$ cat config.mk
export PLATFORM = sky130hd
export DESIGN_NAME = alu_cmd_sequencer
export DESIGN_NICKNAME = d
export VERILOG_FILES = /design/src/rtl/alu_cmd_sequencer.sv
export SDC_FILE = /design/constraint.sdc
export NUM_CORES = 2
export LEC_CHECK = 0
export BUFFER_PORTS_ARGS = -buffer_cell sky130_fd_sc_hd__buf_4
export CORE_AREA = 8 8 701 357
export DETAILED_ROUTE_END_ITERATION = 16
export DIE_AREA = 0 0 709 365
export PLACE_DENSITY = 0.47
export SLEW_MARGIN = 20
export SYNTH_ARGS = -nofsm -noshare
export SYNTH_HDL_FRONTEND = slang
export SYNTH_SLANG_ARGS = --single-unit
$ cat constraint.sdc
create_clock -name clk -period 6.55 [get_ports clk]
set_input_delay 1.6375 -clock clk [delete_from_list [all_inputs] [get_ports clk]]
set_output_delay 1.6375 -clock clk [all_outputs]
set_load 0.01 [all_outputs]
$ cat src/rtl/alu_cmd_sequencer.sv
// alu_cmd_sequencer: command-side controller for a 64-bit combinational ALU.
//
// It owns a small operand register file and accepts one command per valid/ready
// handshake. Operands are read at launch and driven to the ALU as registered R/S/Alu_Op.
// The result Y and flags {C,N,Z,V} are captured, and the result is written back.
// MUL is sequenced as MUL then MSW, and DIV as DIV then REM. The operands are held
// stable across each pair, because the ALU derives MSW/REM from the same operands.
// Divide-by-zero is trapped before write-back. MSW or REM issued on its own is
// rejected as illegal.
//
// Optional build macro:
//   CMD_SKID_EN  adds a one-entry command holding register so that a command can be
//                accepted while the sequencer is busy (cmd_ready = !holding_full).
//
// Ports:
//   clk, rst_n                  clock, asynchronous active-low reset
//   cmd_valid / cmd_ready       command handshake
//   cmd_op, cmd_rs1, cmd_rs2    opcode (ALU encoding) and operand registers
//   cmd_rd, cmd_rd2             destination; second destination (MSW / remainder)
//   host_we, host_addr,
//   host_wdata, host_rdata      host register-file write port, combinational read
//   alu_r, alu_s, alu_op        registered operands/opcode to the ALU
//   alu_y, alu_c/n/z/v          ALU result and flags
//   flags                       {C,N,Z,V} of the last completed command
//   done                        one-cycle completion pulse
//   resp_err                    {illegal, div0}, valid while done=1
module alu_cmd_sequencer #(
  parameter int unsigned DATA_W = 64,
  parameter int unsigned REG_AW = 4
) (
  input  logic              clk,
  input  logic              rst_n,
  input  logic              cmd_valid,
  output logic              cmd_ready,
  input  logic [4:0]        cmd_op,
  input  logic [REG_AW-1:0] cmd_rs1,
  input  logic [REG_AW-1:0] cmd_rs2,
  input  logic [REG_AW-1:0] cmd_rd,
  input  logic [REG_AW-1:0] cmd_rd2,
  input  logic              host_we,
  input  logic [REG_AW-1:0] host_addr,
  input  logic [DATA_W-1:0] host_wdata,
  output logic [DATA_W-1:0] host_rdata,
  output logic [DATA_W-1:0] alu_r,
  output logic [DATA_W-1:0] alu_s,
  output logic [4:0]        alu_op,
  input  logic [DATA_W-1:0] alu_y,
  input  logic              alu_c,
  input  logic              alu_n,
  input  logic              alu_z,
  input  logic              alu_v,
  output logic [3:0]        flags,
  output logic              done,
  output logic [1:0]        resp_err
);

  localparam int unsigned REG_N = 1 << REG_AW;

  localparam logic [4:0] OP_MUL    = 5'b00010;
  localparam logic [4:0] OP_MSW    = 5'b00011;
  localparam logic [4:0] OP_DIV    = 5'b00100;
  localparam logic [4:0] OP_REM    = 5'b00101;
  localparam logic [4:0] OP_PASS_S = 5'b10100;

  typedef enum logic [1:0] {
    ST_IDLE  = 2'd0,
    ST_EXEC  = 2'd1,
    ST_EXEC2 = 2'd2,
    ST_DONE  = 2'd3
  } state_t;

  state_t              r_state;
  logic [DATA_W-1:0]   r_rf [REG_N];
  logic [4:0]          r_op;
  logic [REG_AW-1:0]   r_rd;
  logic [REG_AW-1:0]   r_rd2;
  logic [DATA_W-1:0]   r_alu_r;
  logic [DATA_W-1:0]   r_alu_s;
  logic [4:0]          r_alu_op;
  logic [3:0]          r_flags;
  logic                r_done;
  logic [1:0]          r_resp_err;

  logic                w_launch;
  logic [4:0]          w_l_op;
  logic [REG_AW-1:0]   w_l_rs1;
  logic [REG_AW-1:0]   w_l_rs2;
  logic [REG_AW-1:0]   w_l_rd;
  logic [REG_AW-1:0]   w_l_rd2;
  logic                w_div0;
  logic                w_illegal;
  logic [3:0]          w_alu_flags;
  logic                w_seq_we;
  logic [REG_AW-1:0]   w_seq_addr;

  assign alu_r      = r_alu_r;
  assign alu_s      = r_alu_s;
  assign alu_op     = r_alu_op;
  assign flags      = r_flags;
  assign done       = r_done;
  assign resp_err   = r_resp_err;
  assign host_rdata = r_rf[host_addr];

  assign w_alu_flags = {alu_c, alu_n, alu_z, alu_v};
  // The divisor is checked on the held S operand, before any write-back.
  assign w_div0      = (r_op == OP_DIV) && (r_alu_s == '0);
  assign w_illegal   = (r_op == OP_MSW) || (r_op == OP_REM);

`ifdef CMD_SKID_EN
  // One-entry holding register for a command accepted while busy.
  logic              r_sk_full;
  logic [4:0]        r_sk_op;
  logic [REG_AW-1:0] r_sk_rs1;
  logic [REG_AW-1:0] r_sk_rs2;
  logic [REG_AW-1:0] r_sk_rd;
  logic [REG_AW-1:0] r_sk_rd2;

  assign cmd_ready = !r_sk_full;
  assign w_launch  = (r_state == ST_IDLE) && (r_sk_full || cmd_valid);

  // A held command has priority; it launches on the idle cycle after DONE.
  always_comb begin
    w_l_op  = cmd_op;
    w_l_rs1 = cmd_rs1;
    w_l_rs2 = cmd_rs2;
    w_l_rd  = cmd_rd;
    w_l_rd2 = cmd_rd2;
    if (r_sk_full) begin
      w_l_op  = r_sk_op;
      w_l_rs1 = r_sk_rs1;
      w_l_rs2 = r_sk_rs2;
      w_l_rd  = r_sk_rd;
      w_l_rd2 = r_sk_rd2;
    end
  end

  // Capture a command offered while the sequencer is not idle.
  always_ff @(posedge clk or negedge rst_n) begin
    if (!rst_n) begin
      r_sk_full <= 1'b0;
      r_sk_op   <= '0;
      r_sk_rs1  <= '0;
      r_sk_rs2  <= '0;
      r_sk_rd   <= '0;
      r_sk_rd2  <= '0;
    end else if (r_sk_full) begin
      if (r_state == ST_IDLE) begin
        r_sk_full <= 1'b0;
      end
    end else if (cmd_valid && (r_state != ST_IDLE)) begin
      r_sk_full <= 1'b1;
      r_sk_op   <= cmd_op;
      r_sk_rs1  <= cmd_rs1;
      r_sk_rs2  <= cmd_rs2;
      r_sk_rd   <= cmd_rd;
      r_sk_rd2  <= cmd_rd2;
    end
  end
`else
  // The ready flag mirrors the IDLE state, held in its own flop.
  logic r_cmd_ready;

  assign cmd_ready = r_cmd_ready;
  assign w_launch  = r_cmd_ready && cmd_valid;
  assign w_l_op    = cmd_op;
  assign w_l_rs1   = cmd_rs1;
  assign w_l_rs2   = cmd_rs2;
  assign w_l_rd    = cmd_rd;
  assign w_l_rd2   = cmd_rd2;

  always_ff @(posedge clk or negedge rst_n) begin
    if (!rst_n) begin
      r_cmd_ready <= 1'b1;
    end else if (w_launch) begin
      r_cmd_ready <= 1'b0;
    end else if (r_state == ST_DONE) begin
      r_cmd_ready <= 1'b1;
    end
  end
`endif

  // Sequencer write port: low word/quotient in EXEC, MSW/remainder in EXEC2.
  always_comb begin
    w_seq_we   = 1'b0;
    w_seq_addr = r_rd;
    case (r_state)
      ST_EXEC:  w_seq_we = !w_div0 && !w_illegal;
      ST_EXEC2: begin
        w_seq_we   = 1'b1;
        w_seq_addr = r_rd2;
      end
      default:  w_seq_we = 1'b0;
    endcase
  end

  // Register file. Entry 0 is never written, so it always reads zero.
  // The sequencer write comes last, so it wins an address collision with the host.
  always_ff @(posedge clk or negedge rst_n) begin
    if (!rst_n) begin
      for (int i = 0; i < REG_N; i++) begin
        r_rf[i] <= '0;
      end
    end else begin
      if (host_we && (host_addr != '0)) begin
        r_rf[host_addr] <= host_wdata;
      end
      if (w_seq_we && (w_seq_addr != '0)) begin
        r_rf[w_seq_addr] <= alu_y;
      end
    end
  end

  // Command FSM with registered ALU drive, flags and completion outputs.
  always_ff @(posedge clk or negedge rst_n) begin
    if (!rst_n) begin
      r_state    <= ST_IDLE;
      r_alu_r    <= '0;
      r_alu_s    <= '0;
      r_alu_op   <= OP_PASS_S;
      r_op       <= OP_PASS_S;
      r_rd       <= '0;
      r_rd2      <= '0;
      r_flags    <= '0;
      r_done     <= 1'b0;
      r_resp_err <= '0;
    end else begin
      r_done     <= 1'b0;
      r_resp_err <= '0;
      case (r_state)
        ST_IDLE: begin
          if (w_launch) begin
            r_alu_r  <= r_rf[w_l_rs1];
            r_alu_s  <= r_rf[w_l_rs2];
            r_alu_op <= w_l_op;
            r_op     <= w_l_op;
            r_rd     <= w_l_rd;
            r_rd2    <= w_l_rd2;
            r_state  <= ST_EXEC;
          end
        end
        ST_EXEC: begin
          if (w_div0) begin
            r_flags    <= 4'b0001;
            r_resp_err <= 2'b01;
            r_done     <= 1'b1;
            r_state    <= ST_DONE;
          end else if (w_illegal) begin
            r_resp_err <= 2'b10;
            r_done     <= 1'b1;
            r_state    <= ST_DONE;
          end else begin
            r_flags <= w_alu_flags;
            if (r_op == OP_MUL) begin
              r_alu_op <= OP_MSW;
              r_state  <= ST_EXEC2;
            end else if (r_op == OP_DIV) begin
              r_alu_op <= OP_REM;
              r_state  <= ST_EXEC2;
            end else begin
              r_done  <= 1'b1;
              r_state <= ST_DONE;
            end
          end
        end
        ST_EXEC2: begin
          r_flags <= w_alu_flags;
          r_done  <= 1'b1;
          r_state <= ST_DONE;
        end
        ST_DONE: begin
          r_alu_op <= OP_PASS_S;
          r_state  <= ST_IDLE;
        end
        default: r_state <= ST_IDLE;
      endcase
    end
  end

endmodule

# After elaboration in Yosys (flattened, before gate mapping)
# Index checks and enable logic that the tools add are counted.
# word_totals
memories	0
input_bits	161
ram_bits	0
reg_bits	1180
out_inout_bits	205
word_cells	113
mem_bits_ro	0
latch_bits	0
# classes
order_cmp	6
div	0
shifts	0
bitwise_logic	4
n_eq_ne	12
add_sub_neg	0
n_mux	44
n_mul	0
n_reduce_logical	20
# op_table
cell	n
1024-bit bitwise mux	2
1024-bit 2-to-1 mux	2
64-bit binary-select mux with 4-bit select	3
64-bit demux with 4-bit select	2
64-bit 2-to-1 mux	8
64-bit logical NOT	1
5-bit 2-to-1 mux	5
5-bit >= comparator, second input constant	4
4-bit inverter with 5-bit output	4
5-bit one-hot mux with 3 select lines	1
4-bit 2-to-1 mux	3
5-bit by 2-bit == test with 1-bit output, second input constant	2
5-bit by 3-bit == test with 1-bit output, second input constant	2
5-bit by 1-bit less-than comparator with 1-bit output, second input constant	2
1-bit 2-to-1 mux	10
2-bit 2-to-1 mux	4
2-bit one-hot mux with 4 select lines	1
4-bit one-hot mux with 2 select lines	1
4-bit nonzero test	2
1-bit logical AND	7
2-bit != test, second input constant	3
3-bit != test, second input constant	2
5-bit AND reduction	1
2-bit == test, second input constant	2
8 further kinds	12

# Logic depth before layout (Yosys ltp)
# depth
depth_word	9
ltp_mapped	12
ltp_nobuf	8

# Worst setup path after synthesis
# OpenSTA, ideal clock, no wires.
# synth_path
kind	input to output
from	input port host_addr[0]
to	output port host_rdata[12]
t_arrival_ns	3.619
stages	5
slack_ns	1.294
n_path_buf	3
required_time_ns	4.912
cell_sequence	buf_2 -> clkbuf_1 -> buf_1 -> mux4_2 -> mux4_2
# synth_between
elab_chain_cells	4
# synth_rtl
element	line	source
from (decl)	41	input logic [REG_AW-1:0] host_addr,
4-bit inverter with 5-bit output (not written as such)	102	assign host_rdata = r_rf[host_addr];
64-bit binary-select mux with 4-bit select	102	
64-bit 2-to-1 mux (not written as such) (2 in series)	102	
to (decl)	43	output logic [DATA_W-1:0] host_rdata,
# No other way between the ends. The select of a mux whose other input is x is not followed.

# Worst setup path after layout
# layout_path
from	input port host_addr[0]
to	output port host_rdata[59]
# The elaborated chain is that of the path after synthesis.

==> metrics.csv <==
stage,metric,value,unit
run_status,status,finished clean,
sta,rsz0062_at_grt,no,
sta,final.setup.worst_slack,0.827,ns
cts,post_cts_buffers,0,
final_layout,finalInstanceArea,87100,um2
logic_synthesis,avgSynthCellArea,13.7,um2
placement,place_ws,0.832,ns
power,swShare,0.401,
placement,dp_hpwl,218000,um
logic_synthesis,ys_seq_elements,1180,
final_layout,layout-drive-gt1-share,0.403,
global_route,grtUsageMet3,0.0877,
sta,clock.fmax,0.175,GHz
placement,port_buffers,365,
critical_path,cp_data_required_time,4.91,ns
cts,cts_root_buffer,clkbuf_16,
power,internal-power,24000,uW
cts,ctsResizeCount,0,
detailed_routing,drt_pass1_iterations,6,
power,total_power,40000,uW
critical_path,crit_fanout,50,
logic_synthesis,ys_seq_area_frac,0.386,
placement,placed_area,82600,um2
sta,slew_viol_final,0,
die,dieArea,259000,um2
critical_path,start_kind,primary input,
global_route,grtUsageMet2,0.373,
hold_path,hold_class,flop to flop,
logic_synthesis,synthTopCellsByArea,"dfrtp_1 (38%), mux4_2 (28%), mux2i_1 (9.5%)",
placement,gp_congestion,0.869,
final_layout,area_growth,13.9,%
critical_path,criticalPathCategory,primary input to primary output,
detailed_routing,viasPerCell,6.60,
logic_synthesis,synth-edff-count,0,
cts,clock_path_buffers,3,
logic_synthesis,syn_inst,5562,
sta,worstMarginPinSlew,1.24,ns
logic_synthesis,synth_flop_cell,dfrtp_1,
sta,setup-violations-final,0,
sta,hold_viol_final,0,
flow_run,drv_cap,0,
global_route,top_usage_layer,met1,
power,clockPowerShare,0.198,
global_route,grt_pass1_wl,496000,um
cts,cts_tree,done,
cts,worstSkewPairLatency,0.79,ns
die,coreArea,241000,um2
detailed_routing,route.detailed.drc,0,
detailed_routing,wl_per_cell,39.9,um
cts,postCtsHoldBufs,0,
detailed_routing,ant_nets,0,
logic_synthesis,synth_top_area_share,0.385,
sta,finClkSkew,0.0346,ns
global_route,grt_usage,0.267,
die,start_util,0.317,
global_route,grt_pass1_vias,57800,
global_route,grtUsageMet1,0.391,
sta,fin_crit_sh,0.874,
logic_synthesis,synth_top_area_cell,dfrtp_1,
detailed_routing,wirelength,354000,um
power,pwr-share-seq,0.379,
final_layout,nets,5682,
detailed_routing,dr_total_vias,58700,
final_layout,mostFrequentLayoutCell,dfrtp_1,
die,die_w,709,um
global_route,grt_start_max_net_pins,148,
detailed_routing,drt_iter0_markers,8324,
final_layout,final_cell_mix,"dfrtp_1 (1175), mux4_2 (960), mux2i_1 (727), a22oi_1 (669), buf_4 (482)",
power,p_switching,16000,uW
critical_path,worstSetupEndpointType,primary output,
power,comb_power_share,0.422,
logic_synthesis,postSynth.asyncResetShare,1.00,
cts,cts_buffers,120,
logic_synthesis,synth_area,76400,um2
die,die_h,365,um
logic_synthesis,syn_nets,5728,
sta,fin_crit,5.72,ns
sta,slew_headroom,0.167,
die,placementRows,128,
die,boundaryPins,366,
cts,cts.reportedPaths.clkPinSlew,0.07,ns
logic_synthesis,ys_types,53,
logic_synthesis,ys_warn_count,0,
cts,cts_sinks,1180,
global_route,antenna_found_initial,44,
power,vdd_drop_max,0.358,mV
power,p_leak,0.0335,uW
cts,cts_max_level,3,
sta,tns,0,ns
global_route,grt_overflow,0,
critical_path,worstPathArrival,4.09,ns
power,powerDensity,459,nW/um2
## synthesized netlist by cell type (75+ instances only)
master,n
a21oi_1,127
a22oi_1,669
buf_2,169
clkbuf_1,459
dfrtp_1,1175
mux2_2,364
mux2_4,120
mux2i_1,727
mux4_2,960
nand2_1,124
nor2_1,241
nor3_1,107
o21ai_0,75
## metrics by stage
| stage | cells | hold slack (ns) | utilization |
|---|---|---|---|
| 2_1_floorplan | 5562 | 0.458 | - |
| 3_3_place_gp | 8643 | 0.398 | 0.343 |
| 3_5_place_dp | 8644 | 0.403 | 0.343 |
| 4_1_cts | 8872 | 0.419 | 0.361 |
| 5_1_grt | 8885 | 0.433 | 0.361 |
| 6_report | 8892 | 0.415 | 0.361 |
## registers in the layout, indices dropped and copies added (netlist names), 4 cells and up
| signal | count |
|---|---|
| r_rf | 1024 |
| alu_r | 64 |
| alu_s | 64 |
| alu_op | 5 |
| r_op | 5 |
| flags | 4 |
| r_rd2 | 4 |
| r_rd | 4 |
## layout make-up
cell class	count	area, um2
antenna	20	50.0
multi-input combinational	3645	44000
fill	22900	154000
sequential	1180	29500
clock buffer	163	3500
inverter	13	48.8
clock inverter	65	870
timing repair buffer	556	5040
tap	3250	4070
## power groups by stage
stage	Sequential [uW]	Clock, uW	Combinational [uW]
2_1_floorplan	13100	0	11200
3_3_place_gp	14900	0	16500
3_5_place_dp	14900	0	16800
4_1_cts	14800	8060	16800
5_1_grt	15400	8350	17900
6_report	15200	7940	16900
## routing by layer
metal	part of all wire	vias to the layer above	routed length, um
met5	0.00029	-	104
met4	0.030	18	10600
met3	0.12	616	41200
met2	0.42	4014	147000
met1	0.44	31800	155000
li1	-	22200	-
## logic make-up (layout without fill, tap and decap cells)
kind of cell	count (synthesis)	in the layout	share of synthesized area
adder cells (fa/ha/maj)	5	5	0.000818
AO/OA/AOI/OAI	891	891	0.0811
other	0	20	0
multiplexers	2171	2171	0.455
XOR/XNOR	1	1	0.000115
buffers and inverters	737	797	0.0424
AND/OR/NAND/NOR	577	577	0.0340
flip-flops	1180	1180	0.386
## worst max-delay path, stage by stage
cell    delay (ns)
buf_8         0.59
buf_12        0.36
mux4_2        0.53
mux4_2        0.62
buf_4         0.20
## path summary, 6_finish.rpt
path | cells after the start | start | slack [ns] | to
max | 5 | host_addr[0] | 0.83 | host_rdata[59]
min | 0 | r_rf[988] | 0.42 | r_rf[988]
max reg2reg | 9 | r_state[0] | 1.45 | r_rf[295]
min reg2reg | 0 | r_rf[988] | 0.42 | r_rf[988]
max in group asynchronous | 2 | rst_n | 4.19 | r_rf[876]
min in group asynchronous | 1 | rst_n | 0.80 | r_rf[917]
Note: power is estimated with default switching activity, not from simulation.
